### src/rtl/kgp_fetch_pkg.sv
// Shared definitions for the instruction fetch controller: FSM state
// encoding, default PC increment and the PC alignment helper.
package kgp_fetch_pkg;

  typedef enum logic [2:0] {
    S_IDLE,
    S_REQ,
    S_WAIT,
    S_DRAIN,
    S_HOLD,
    S_ERR
  } fetch_state_t;

  localparam int         PC_STEP_DEF = 4;
  localparam logic [1:0] ALIGN_MASK  = 2'b11;

  // A PC is fetchable only when its low address bits are clear.
  function automatic logic pc_aligned(input logic [1:0] pc_lsb);
    return (pc_lsb & ALIGN_MASK) == 2'b00;
  endfunction

endpackage

### src/rtl/fetch_out_buf.sv
// Capture register for the instruction handed to decode and its address.
// Loads on load, clears synchronously on clr; otherwise holds, so the
// word stays stable for as long as decode is looking at it.
module fetch_out_buf #(
  parameter int DATA_W = 32
) (
  input  logic              clk,
  input  logic              clr,
  input  logic              load,
  input  logic [DATA_W-1:0] instr_p0,
  input  logic [DATA_W-1:0] pc_p0,
  output logic [DATA_W-1:0] instr_p1,
  output logic [DATA_W-1:0] pc_p1
);

  // Clear wins over load; a fetch landing during reset is never kept.
  always_ff @(posedge clk) begin
    if (clr) begin
      instr_p1 <= '0;
      pc_p1    <= '0;
    end else if (load) begin
      instr_p1 <= instr_p0;
      pc_p1    <= pc_p0;
    end
  end

endmodule

### src/rtl/instr_fetch_ctrl.sv
// Fetch controller between the program counter register, instruction
// memory and decode. Issues one request at a time, buffers the returned
// word, hands it over with valid/ready, and steers the next PC on
// sequential fetch or on a branch/jump redirect. A misaligned PC parks
// the controller in an error state until reset.
module instr_fetch_ctrl
  import kgp_fetch_pkg::*;
#(
  parameter int DATA_W  = 32,
  parameter int PC_STEP = PC_STEP_DEF
) (
  input  logic              clk,
  input  logic              rst,
  input  logic [DATA_W-1:0] pc_cur,
  output logic [DATA_W-1:0] pc_next,
  output logic              imem_req,
  output logic [DATA_W-1:0] imem_addr,
  input  logic              imem_gnt,
  input  logic              imem_rvalid,
  input  logic [DATA_W-1:0] imem_rdata,
  input  logic              redirect,
  input  logic [DATA_W-1:0] redirect_pc,
  output logic              instr_valid,
  input  logic              instr_ready,
  output logic [DATA_W-1:0] instr,
  output logic [DATA_W-1:0] instr_pc,
  output logic              fetch_err
);

  localparam logic [DATA_W-1:0] STEP = DATA_W'(PC_STEP);

  fetch_state_t      state;
  logic [DATA_W-1:0] req_pc;
  logic              pc_ok;
  logic              cap_en;

  assign imem_addr = pc_cur;
  assign pc_ok     = pc_aligned(pc_cur[1:0]);

  // Only a clean response in S_WAIT is captured; a redirect in the same
  // cycle makes the word stale.
  assign cap_en = (state == S_WAIT) && imem_rvalid && !redirect;

  // Request generation and next-PC mux; redirect outranks sequential step.
  always_comb begin
    imem_req = 1'b0;
    pc_next  = pc_cur;
    if (!rst) begin
      if (state == S_REQ) begin
        imem_req = !redirect && pc_ok;
      end
      if (redirect && (state != S_ERR)) begin
        pc_next = redirect_pc;
      end else if (imem_req && imem_gnt) begin
        pc_next = pc_cur + STEP;
      end
    end
  end

  // Fetch FSM with registered valid/error flags and the request address.
  always_ff @(posedge clk) begin
    if (rst) begin
      state       <= S_IDLE;
      instr_valid <= 1'b0;
      fetch_err   <= 1'b0;
      req_pc      <= '0;
    end else begin
      case (state)
        S_IDLE: begin
          state <= S_REQ;
        end
        S_REQ: begin
          if (redirect) begin
            state <= S_REQ;
          end else if (!pc_ok) begin
            state     <= S_ERR;
            fetch_err <= 1'b1;
          end else if (imem_gnt) begin
            req_pc <= pc_cur;
            state  <= S_WAIT;
          end
        end
        S_WAIT: begin
          if (cap_en) begin
            state       <= S_HOLD;
            instr_valid <= 1'b1;
          end else if (redirect && imem_rvalid) begin
            state <= S_REQ;
          end else if (redirect) begin
            state <= S_DRAIN;
          end
        end
        S_DRAIN: begin
          if (imem_rvalid) begin
            state <= S_REQ;
          end
        end
        S_HOLD: begin
          if (redirect || instr_ready) begin
            state       <= S_REQ;
            instr_valid <= 1'b0;
          end
        end
        S_ERR: begin
          state     <= S_ERR;
          fetch_err <= 1'b1;
        end
        default: begin
          state       <= S_IDLE;
          instr_valid <= 1'b0;
        end
      endcase
    end
  end

  fetch_out_buf #(
    .DATA_W(DATA_W)
  ) u_out_buf (
    .clk      (clk),
    .clr      (rst),
    .load     (cap_en),
    .instr_p0 (imem_rdata),
    .pc_p0    (req_pc),
    .instr_p1 (instr),
    .pc_p1    (instr_pc)
  );

endmodule
### config.mk
export PLATFORM = sky130hd
export DESIGN_NAME = instr_fetch_ctrl
export DESIGN_NICKNAME = d
export VERILOG_FILES = /design/src/rtl/kgp_fetch_pkg.sv /design/src/rtl/fetch_out_buf.sv /design/src/rtl/instr_fetch_ctrl.sv
export SDC_FILE = /design/constraint.sdc
export NUM_CORES = 1
export LEC_CHECK = 0
export CAP_MARGIN = 0
export CORE_AREA = 2 2 118 120
export DETAILED_ROUTE_END_ITERATION = 16
export DIE_AREA = 0 0 120 122
export PLACE_DENSITY = 0.79
export SLEW_MARGIN = 20
export SYNTH_ARGS = -nofsm -noshare
export SYNTH_HDL_FRONTEND = slang
export SYNTH_SLANG_ARGS = --single-unit
### constraint.sdc
create_clock -name clk -period 3.9 [get_ports clk]
set_input_delay 0.78 -clock clk [delete_from_list [all_inputs] [get_ports clk]]
set_output_delay 0.78 -clock clk [all_outputs]
set_load 0.1 [all_outputs]
==> flow_metrics.tcl, run 1 <==
set metrics [dict create \
    avgSynthCellArea_sq_um 7.27 \
    io_buffers 232 \
    vias 6079 \
    drc 0 \
    period_needed_ps 3770 \
    layout.cells.most_common_list "nand2_1, clkdlybuf4s50_1, a21oi_1" \
    p_per_area_nw_per_um2 327 \
    grt_pass1_wl_um 29300 \
    p_sw_share_pct 35.2 \
    arrival_ps 2990 \
    path_clk_slew_ps 70 \
    cts_hold_buf 0 \
    critPathMaxFanout 14 \
    nNetsFinal 1038 \
    maxCapViolCount 0 \
    grt_usage_pct 25.2 \
    clkPwrFrac_pct 29.8 \
    ys_warn_count 0 \
    status "finished, final reports clean" \
    setup_viol 0 \
    synthArstFlopShare_pct 0 \
    start_util_pct 39.0 \
    ant_nets 0 \
    routedWlPerCell_um 17.1 \
    final_common_cell "nand2_1" \
    slew_violations 0 \
    io_pins 233 \
    netlist_area_sq_um 5260 \
    dr.pass1.iters 5 \
    die_area_sq_um 14600 \
    fin_setup_tns_ps 0 \
    power_leakage_nw 2.97 \
    ir_drop_v 0.000201 \
    ys_ff_latch 101 \
    worst_setup_path_start_kind "input pin" \
    synth_nets 827 \
    antenna_found_initial 0 \
    fmax_ghz 0.266 \
    hold_viol 0 \
    crit_required_ps 3120 \
    pwr-share-seq_pct 37.7 \
    rsz0062_at_grt "false" \
    postSynthCellCount 724 \
    cts_max_path_buffers 2 \
    drive_gt1_share_pct 17.6 \
    cts_buffers 9 \
    routabilityCongestion 0.886 \
    synthFlopType "dfxtp_1" \
    routed_via_density 5.43 \
    max_slew.worst_pin.slew_ps 1030 \
    crit_path_end_kind "primary output" \
    ys_seq_area_share_pct 38.4 \
    slew_headroom_pct 31.4 \
    h-tree-depth 3 \
    grt_max_degree 52 \
    insertion_delay_ps 340 \
    root_buffer "clkbuf_16" \
    diodes 0 \
    internal_power_mw 1.79 \
    rows 43 \
    grt-ovfl-total 0 \
    dp_hpwl_um 14000 \
    die_w_um 120 \
    p_sw_mw 0.974 \
    combPwrFrac_pct 32.5 \
    syn_to_final_growth_pct 60.6 \
    synth_edf_count 0 \
    fin_total_pwr_mw 2.77 \
    finalCritPeriodShare_pct 96.6 \
    clkSinkCount 101 \
    cts_tree "done" \
    fin_skew_ps 9.01 \
    drtIter0Drc 471 \
    wl_um 19100 \
    hp-class "flip-flop to flip-flop" \
    criticalPathCategory "input pin to primary output" \
    fp.dieH_um 122 \
    core_sq_um 13500 \
    ys_types 55 \
    grt_pass1_vias 5566 \
]
==> worst paths after layout <==
check / slack, ps / to / from / cells past startpoint
setup reg to reg: 1760 / u_out_buf.pc_p1[21] / state[2] / 5
setup / recovery: 130 / pc_next[20] / pc_cur[1] / 7
hold / removal: 450 / u_out_buf.pc_p1[25] / req_pc[25] / 2
hold reg to reg: 450 / u_out_buf.pc_p1[25] / req_pc[25] / 2
==> worst max-delay path: stages <==
cell	delay (ps)
clkdlybuf4s50_1	560
nor4_4	400
nand4_1	130
buf_4	210
o31a_2	360
nor4_4	320
buf_12	220
==> power groups by stage <==
stage | Sequential (mW) | Clock [mW] | Combinational [mW]
6_report | 1.04 | 0.825 | 0.899
5_1_grt | 1.04 | 0.893 | 0.928
4_1_cts | 1.04 | 0.849 | 0.895
3_5_place_dp | 1.07 | 0 | 0.891
3_3_place_gp | 1.07 | 0 | 0.889
2_1_floorplan | 1.07 | 0 | 0.531
==> area by class of cell <==
class	count	area, sq um
fill	1197	5060
timing repair buffer	290	3030
multi-input combinational	526	2870
sequential	101	2020
clock buffer	10	229
tap	180	225
clock inverter	6	46.3
inverter	7	26.3
==> metal layers <==
metal  global-route usage (%)  vias to the layer above  routed length (um)
li1                         -                     2935                   -
met1                     34.6                     2808                8300
met2                     38.6                      299                8700
met3                     5.24                       37                1650
met4                     10.4                        0                 478
met5                        0                        -                   0
==> state kept, by name, indices dropped and copies added, names as in the netlist <==
signal              flops
state                   3
req_pc                 32
u_out_buf.instr_p1     32
instr_valid             1
u_out_buf.pc_p1        32
fetch_err               1
==> synth_stat cells, types with 3 or more instances <==
cell       count  area, sq um
a2bb2oi_1      3         26.3
clkbuf_1      46          173
nand2_1      209          785
inv_1          6         22.5
a21oi_1      106          531
nand3_1       13         65.1
o21ai_0       12         60.1
nand4_1       16          100
o211ai_1       4         30.0
buf_2          7         35.0
nor2_1        27          101
and4_1         6         52.6
buf_4         32          240
a311oi_1       9         78.8
dfxtp_1      101         2020
o22ai_1        3         18.8
or3_1          3         18.8
nor4_1        10         62.6
nand3b_1       4         30.0
o2bb2ai_1      6         52.6
and2_1         8         50.1
nor3_1        16         80.1
a31oi_1       12         75.1
a211oi_1      12         90.1
and3_1         7         43.8
a311o_1        4         40.0
o311ai_0       3         26.3
==> cells by family (layout without fill, tap and decap cells) <==
family / after synthesis / in the layout / share of synthesized area (%)
DFF: 101 / 101 / 38.4
adders and majority gates: 1 / 1 / 0.238
muxes: 2 / 2 / 0.428
buffers and inverters: 97 / 313 / 9.56
and+or+nand+nor: 335 / 335 / 29.3
AOI/OAI and AO/OA: 188 / 188 / 22.0
==> what timing repair did <==
item | 4_1_cts | 5_1_grt
gates resized for setup | 0 | 4
setup endpoints to repair | 0 | 3
buffers inserted | 0 | 0
==> metrics by stage <==
step                      hold slack [ps]  setup WS, ps  utilization (%)  area [sq um]  instances
final                                 449           134             62.6          8450       1120
after global routing                  462          38.7             62.6          8450       1120
after CTS                             452          19.9             62.4          8420       1120
after detailed placement              442          41.2             60.3          8150       1104
after global placement                433           100             60.3          8150       1104
after floorplan                       427          -550                -          5400        724
Power figures use the tool's default switching activity.
==> run 2, diff against run 1 <==
--- a/config.mk
+++ b/config.mk
@@ -12,2 +12,3 @@
 export PLACE_DENSITY = 0.79
+export REMOVE_ABC_BUFFERS = 1
 export SLEW_MARGIN = 20
@@ -16 +17,2 @@
 export SYNTH_SLANG_ARGS = --single-unit
+export TNS_END_PERCENT = 100
--- a/constraint.sdc
+++ b/constraint.sdc
@@ -3,2 +3,2 @@
 set_output_delay 0.78 -clock clk [all_outputs]
-set_load 0.1 [all_outputs]
+set_load 0.02 [all_outputs]
==> flow_metrics.tcl, run 2 (synthesis gave the netlist of run 1 again) <==
set metrics [dict create \
    status "finished, final reports clean" \
    combPwrFrac_pct 19.7 \
    rows 43 \
    setup_slack_ps 1.36 \
    arrival_ps 3120 \
    core_sq_um 13500 \
    grt_usage_pct 24.2 \
    hp-class "flip-flop to flip-flop" \
    grt_max_degree 50 \
    diodes 0 \
    grt-ovfl-total 0 \
    io_pins 233 \
    power_leakage_nw 2.94 \
    drtIter0Drc 353 \
    period_needed_ps 3900 \
    die_w_um 120 \
    io_buffers 232 \
    critPathMaxFanout 14 \
    grt_pass1_vias 5515 \
    final_common_cell "clkdlybuf4s50_1" \
    detailed_place.area_sq_um 7980 \
    slowest_delay_ps 650 \
    crit_chain "clkdlybuf4s50_1 > buf_4 > buf_4 > nor2_1 > and3_1 > buf_4 > o2bb2ai_1 > a2bb2oi_1 > clkdlybuf4s50_1" \
    cp_slowest_cell "clkdlybuf4s50_1" \
    internal_power_mw 1.88 \
    drive_gt1_share_pct 11.2 \
    criticalPathCategory "input pin to primary output" \
    clkPwrFrac_pct 39.2 \
    setup_viol 0 \
    wl_um 18200 \
    ant_nets 0 \
    post-place-ws_ps -216 \
    fmax_ghz 0.257 \
    path_clk_slew_ps 70 \
    start_util_pct 39.0 \
    grt_pass1_wl_um 28400 \
    cts_max_path_buffers 2 \
    reg_top3 "req_pc: 32 flops, u_out_buf.instr_p1: 32 flops, u_out_buf.pc_p1: 32 flops" \
    rsz0062_at_grt "false" \
    root_buffer "clkbuf_16" \
    maxCapViolCount 0 \
    p_sw_mw 0.661 \
    routabilityCongestion 0.855 \
    finalCritPeriodShare_pct 100 \
    slew_violations 0 \
    crit_path_end_kind "primary output" \
    slew_headroom_pct 52.0 \
    fp.dieH_um 122 \
    die_area_sq_um 14600 \
    pwr-share-seq_pct 41.1 \
    dp_hpwl_um 13100 \
    syn_to_final_growth_pct 58.1 \
    insertion_delay_ps 350 \
    p_per_area_nw_per_um2 305 \
    holdWs_ps 452 \
    routedWlPerCell_um 16.0 \
    clkSinkCount 101 \
    worst_setup_path_start_kind "input pin" \
    worst_path_most_repeated_cell "buf_4" \
    postCtsSetupBuffers 0 \
    routed_via_density 5.28 \
    fin_setup_tns_ps 0 \
    cts_tree "done" \
    dr.pass1.iters 5 \
    max_slew.worst_pin.slew_ps 717 \
    nNetsFinal 1055 \
    layout.cells.most_common_list "clkdlybuf4s50_1, nand2_1, a21oi_1" \
    antenna_found_initial 0 \
    stdcell_area_sq_um 8320 \
    fin_skew_ps 5.19 \
    ir_drop_v 0.000209 \
    vias 5998 \
    crit_required_ps 3120 \
    hold_viol 0 \
    p_sw_share_pct 26.1 \
    h-tree-depth 3 \
    drc 0 \
    cts_buffers 9 \
]
-- run 2: routing by layer --
metal / up-vias / track usage, % / routed length, um
li1: 2964 / - / -
met1: 2744 / 31.3 / 8030
met2: 250 / 39.7 / 8390
met3: 40 / 5.24 / 1210
met4: 0 / 8.97 / 546
met5: - / 0 / 0
-- run 2: critical path, delay by kind of cell --
family / cells / cell delay, ps
compound gates: 2 / 300
buf+inv: 5 / 1700
simple gates: 2 / 340
-- run 2: timing repair --
item	in CTS	in global routing
hold buffers	0	0
resized for setup	16	6
endpoints found under the setup margin	16	10
-- run 2: power groups by stage --
stage	Combinational, mW	Sequential [mW]	Clock, mW
global route	0.530	1.04	1.07
floorplan	0.141	1.07	0
detailed placement	0.506	1.07	0
finish	0.500	1.04	0.994
global placement	0.506	1.07	0
CTS	0.500	1.04	1.02
-- run 2: worst paths after layout --
| check | from | endpoint | slack [ps] | cells after the start |
|---|---|---|---|---|
| max reg2reg | state[2] | u_out_buf.instr_p1[8] | 1980 | 5 |
| min reg2reg | u_out_buf.instr_p1[5] | u_out_buf.instr_p1[5] | 450 | 2 |
| min | u_out_buf.instr_p1[5] | u_out_buf.instr_p1[5] | 450 | 2 |
| max | redirect | pc_next[2] | 1 | 9 |
-- run 2: cell type report --
type / count / area, sq um
well taps: 180 / 225
clock buffers: 10 / 239
repair buffers: 307 / 2950
multi-input cells: 526 / 2760
inverters: 7 / 26.3
flip-flops and latches: 101 / 2020
fillers: 1243 / 5190
clock inverters: 6 / 92.6
-- run 2: through the flow --
step                      std cells  power [mW]  util [%]
final                          1137        2.54      61.6
after global routing           1137        2.64      61.6
after CTS                      1137        2.56      61.4
after detailed placement       1121        1.57      59.1
after global placement         1121        1.57      59.1
after floorplan                 634        1.21         -
==> run 3, diff against run 2 <==
CORE_AREA = 2 2 99 125   (was 2 2 118 120)
DIE_AREA = 0 0 101 127   (was 0 0 120 122)
PLACE_DENSITY = 0.89   (was 0.79)
==> flow_metrics.tcl, run 3 (synthesis gave the netlist of run 1 again) <==
set metrics [dict create \
    h-tree-depth 3 \
    power_leakage_nw 3.03 \
    grt_pass1_wl_um 29200 \
    max_slew.worst_pin.slew_ps 527 \
    ir_drop_v 0.000181 \
    insertion_delay_ps 350 \
    clkSinkCount 101 \
    io_buffers 232 \
    fp.dieH_um 127 \
    crit_required_ps 3120 \
    slew_violations 0 \
    drc 0 \
    rsz0062_at_grt "false" \
    worst_setup_path_start_kind "input pin" \
    grt_max_degree 56 \
    grt_pass1_vias 6004 \
    reg_top3 "req_pc: 32 flops, u_out_buf.instr_p1: 32 flops, u_out_buf.pc_p1: 32 flops" \
    routedWlPerCell_um 16.9 \
    root_buffer "clkbuf_16" \
    dp_hpwl_um 13400 \
    grt-ovfl-total 0 \
    drtIter0Drc 461 \
    maxCapViolCount 0 \
    syn_to_final_growth_pct 57.3 \
    start_util_pct 45.5 \
    routed_via_density 5.68 \
    crit_chain "clkdlybuf4s50_1 > buf_4 > nor4b_2 > buf_4 > and3_1 > a31oi_1 > o22a_1 > clkdlybuf4s50_1" \
    arrival_ps 3000 \
    rows 44 \
    slowest_delay_ps 560 \
    hold_viol 0 \
    vias 6240 \
    layout.cells.most_common_list "nand2_1, clkdlybuf4s50_1, a21oi_1" \
    fin_skew_ps 7.41 \
    finalCritPeriodShare_pct 97.0 \
    die_w_um 101 \
    core_sq_um 11600 \
    drive_gt1_share_pct 11.5 \
    routabilityCongestion 0.886 \
    postCtsSetupBuffers 0 \
    fmax_ghz 0.264 \
    status "finished, final reports clean" \
    criticalPathCategory "input pin to primary output" \
    cts_tree "done" \
    cp_slowest_cell "clkdlybuf4s50_1" \
    crit_path_end_kind "primary output" \
    cts_max_path_buffers 2 \
    fin_setup_tns_ps 0 \
    ant_nets 0 \
    dr.pass1.iters 5 \
    slew_headroom_pct 64.9 \
    critPathMaxFanout 4 \
    wl_um 18500 \
    nNetsFinal 1058 \
    cts_buffers 9 \
    p_per_area_nw_per_um2 303 \
    holdWs_ps 451 \
    io_pins 233 \
    path_clk_slew_ps 70 \
    die_area_sq_um 12800 \
    final_common_cell "nand2_1" \
    diodes 0 \
    grt_usage_pct 28.3 \
    setup_viol 0 \
    fin_total_pwr_mw 2.51 \
    period_needed_ps 3780 \
    antenna_found_initial 0 \
    hp-class "flip-flop to flip-flop" \
    final_util_pct 71.6 \
]
[run 3: cell types whose count changed in the layout (fill, tap and decap cells not counted), moves of 2 or more]
cell,change
dlymetal6s2s_1,+13
clkdlybuf4s50_1,-8
buf_4,+7
dlygate4sd2_1,-5
buf_12,-4
clkbuf_1,+2
nor2_2,-2
[run 3: layer usage]
metal | global-route usage (%) | routed length [um]
met5 | 0 | 0
met2 | 48.0 | 8870
met3 | 4.98 | 1330
met1 | 33.3 | 7280
met4 | 16.6 | 1060
[run 3: cell type report]
type	instances	area (sq um)
clock buffer	11	233
timing repair buffer	310	2960
inverter	7	26.3
multi-input combinational	526	2770
clock inverter	5	82.6
fill	962	3290
sequential	101	2020
tap	138	173
[run 3: critical path: cells and delay by family]
kind                   cells  cell delay, ps
buffers and inverters      4            1390
AOI/OAI and AO/OA          2             310
and+or+nand+nor            2             530
[run 3: through the flow]
step,setup slack [ps],cells,instance area [sq um]
detailed placement,-235,1082,7900
finish,118,1098,8270
floorplan,393,634,4780
global placement,-233,1082,7900
global route,1.48,1098,8270
CTS,2.71,1098,8220
[run 3: repair_timing]
action,CTS,global route
resized for setup,13,20
endpoints found under the setup margin,18,21
hold buffers,0,0
[run 3: final timing paths]
check                  start  depth (start not counted)  slack [ps]                  end
hold / removal    req_pc[12]                          2         450  u_out_buf.pc_p1[12]
hold reg to reg   req_pc[12]                          2         450  u_out_buf.pc_p1[12]
setup / recovery   pc_cur[0]                          8         120           pc_next[4]
setup reg to reg    state[2]                          5        1840  u_out_buf.pc_p1[16]
[run 3: power breakdown]
part | internal (mW) | switching, mW
registers | 1.04 | 0.00539
logic | 0.253 | 0.247
clock network | 0.567 | 0.399
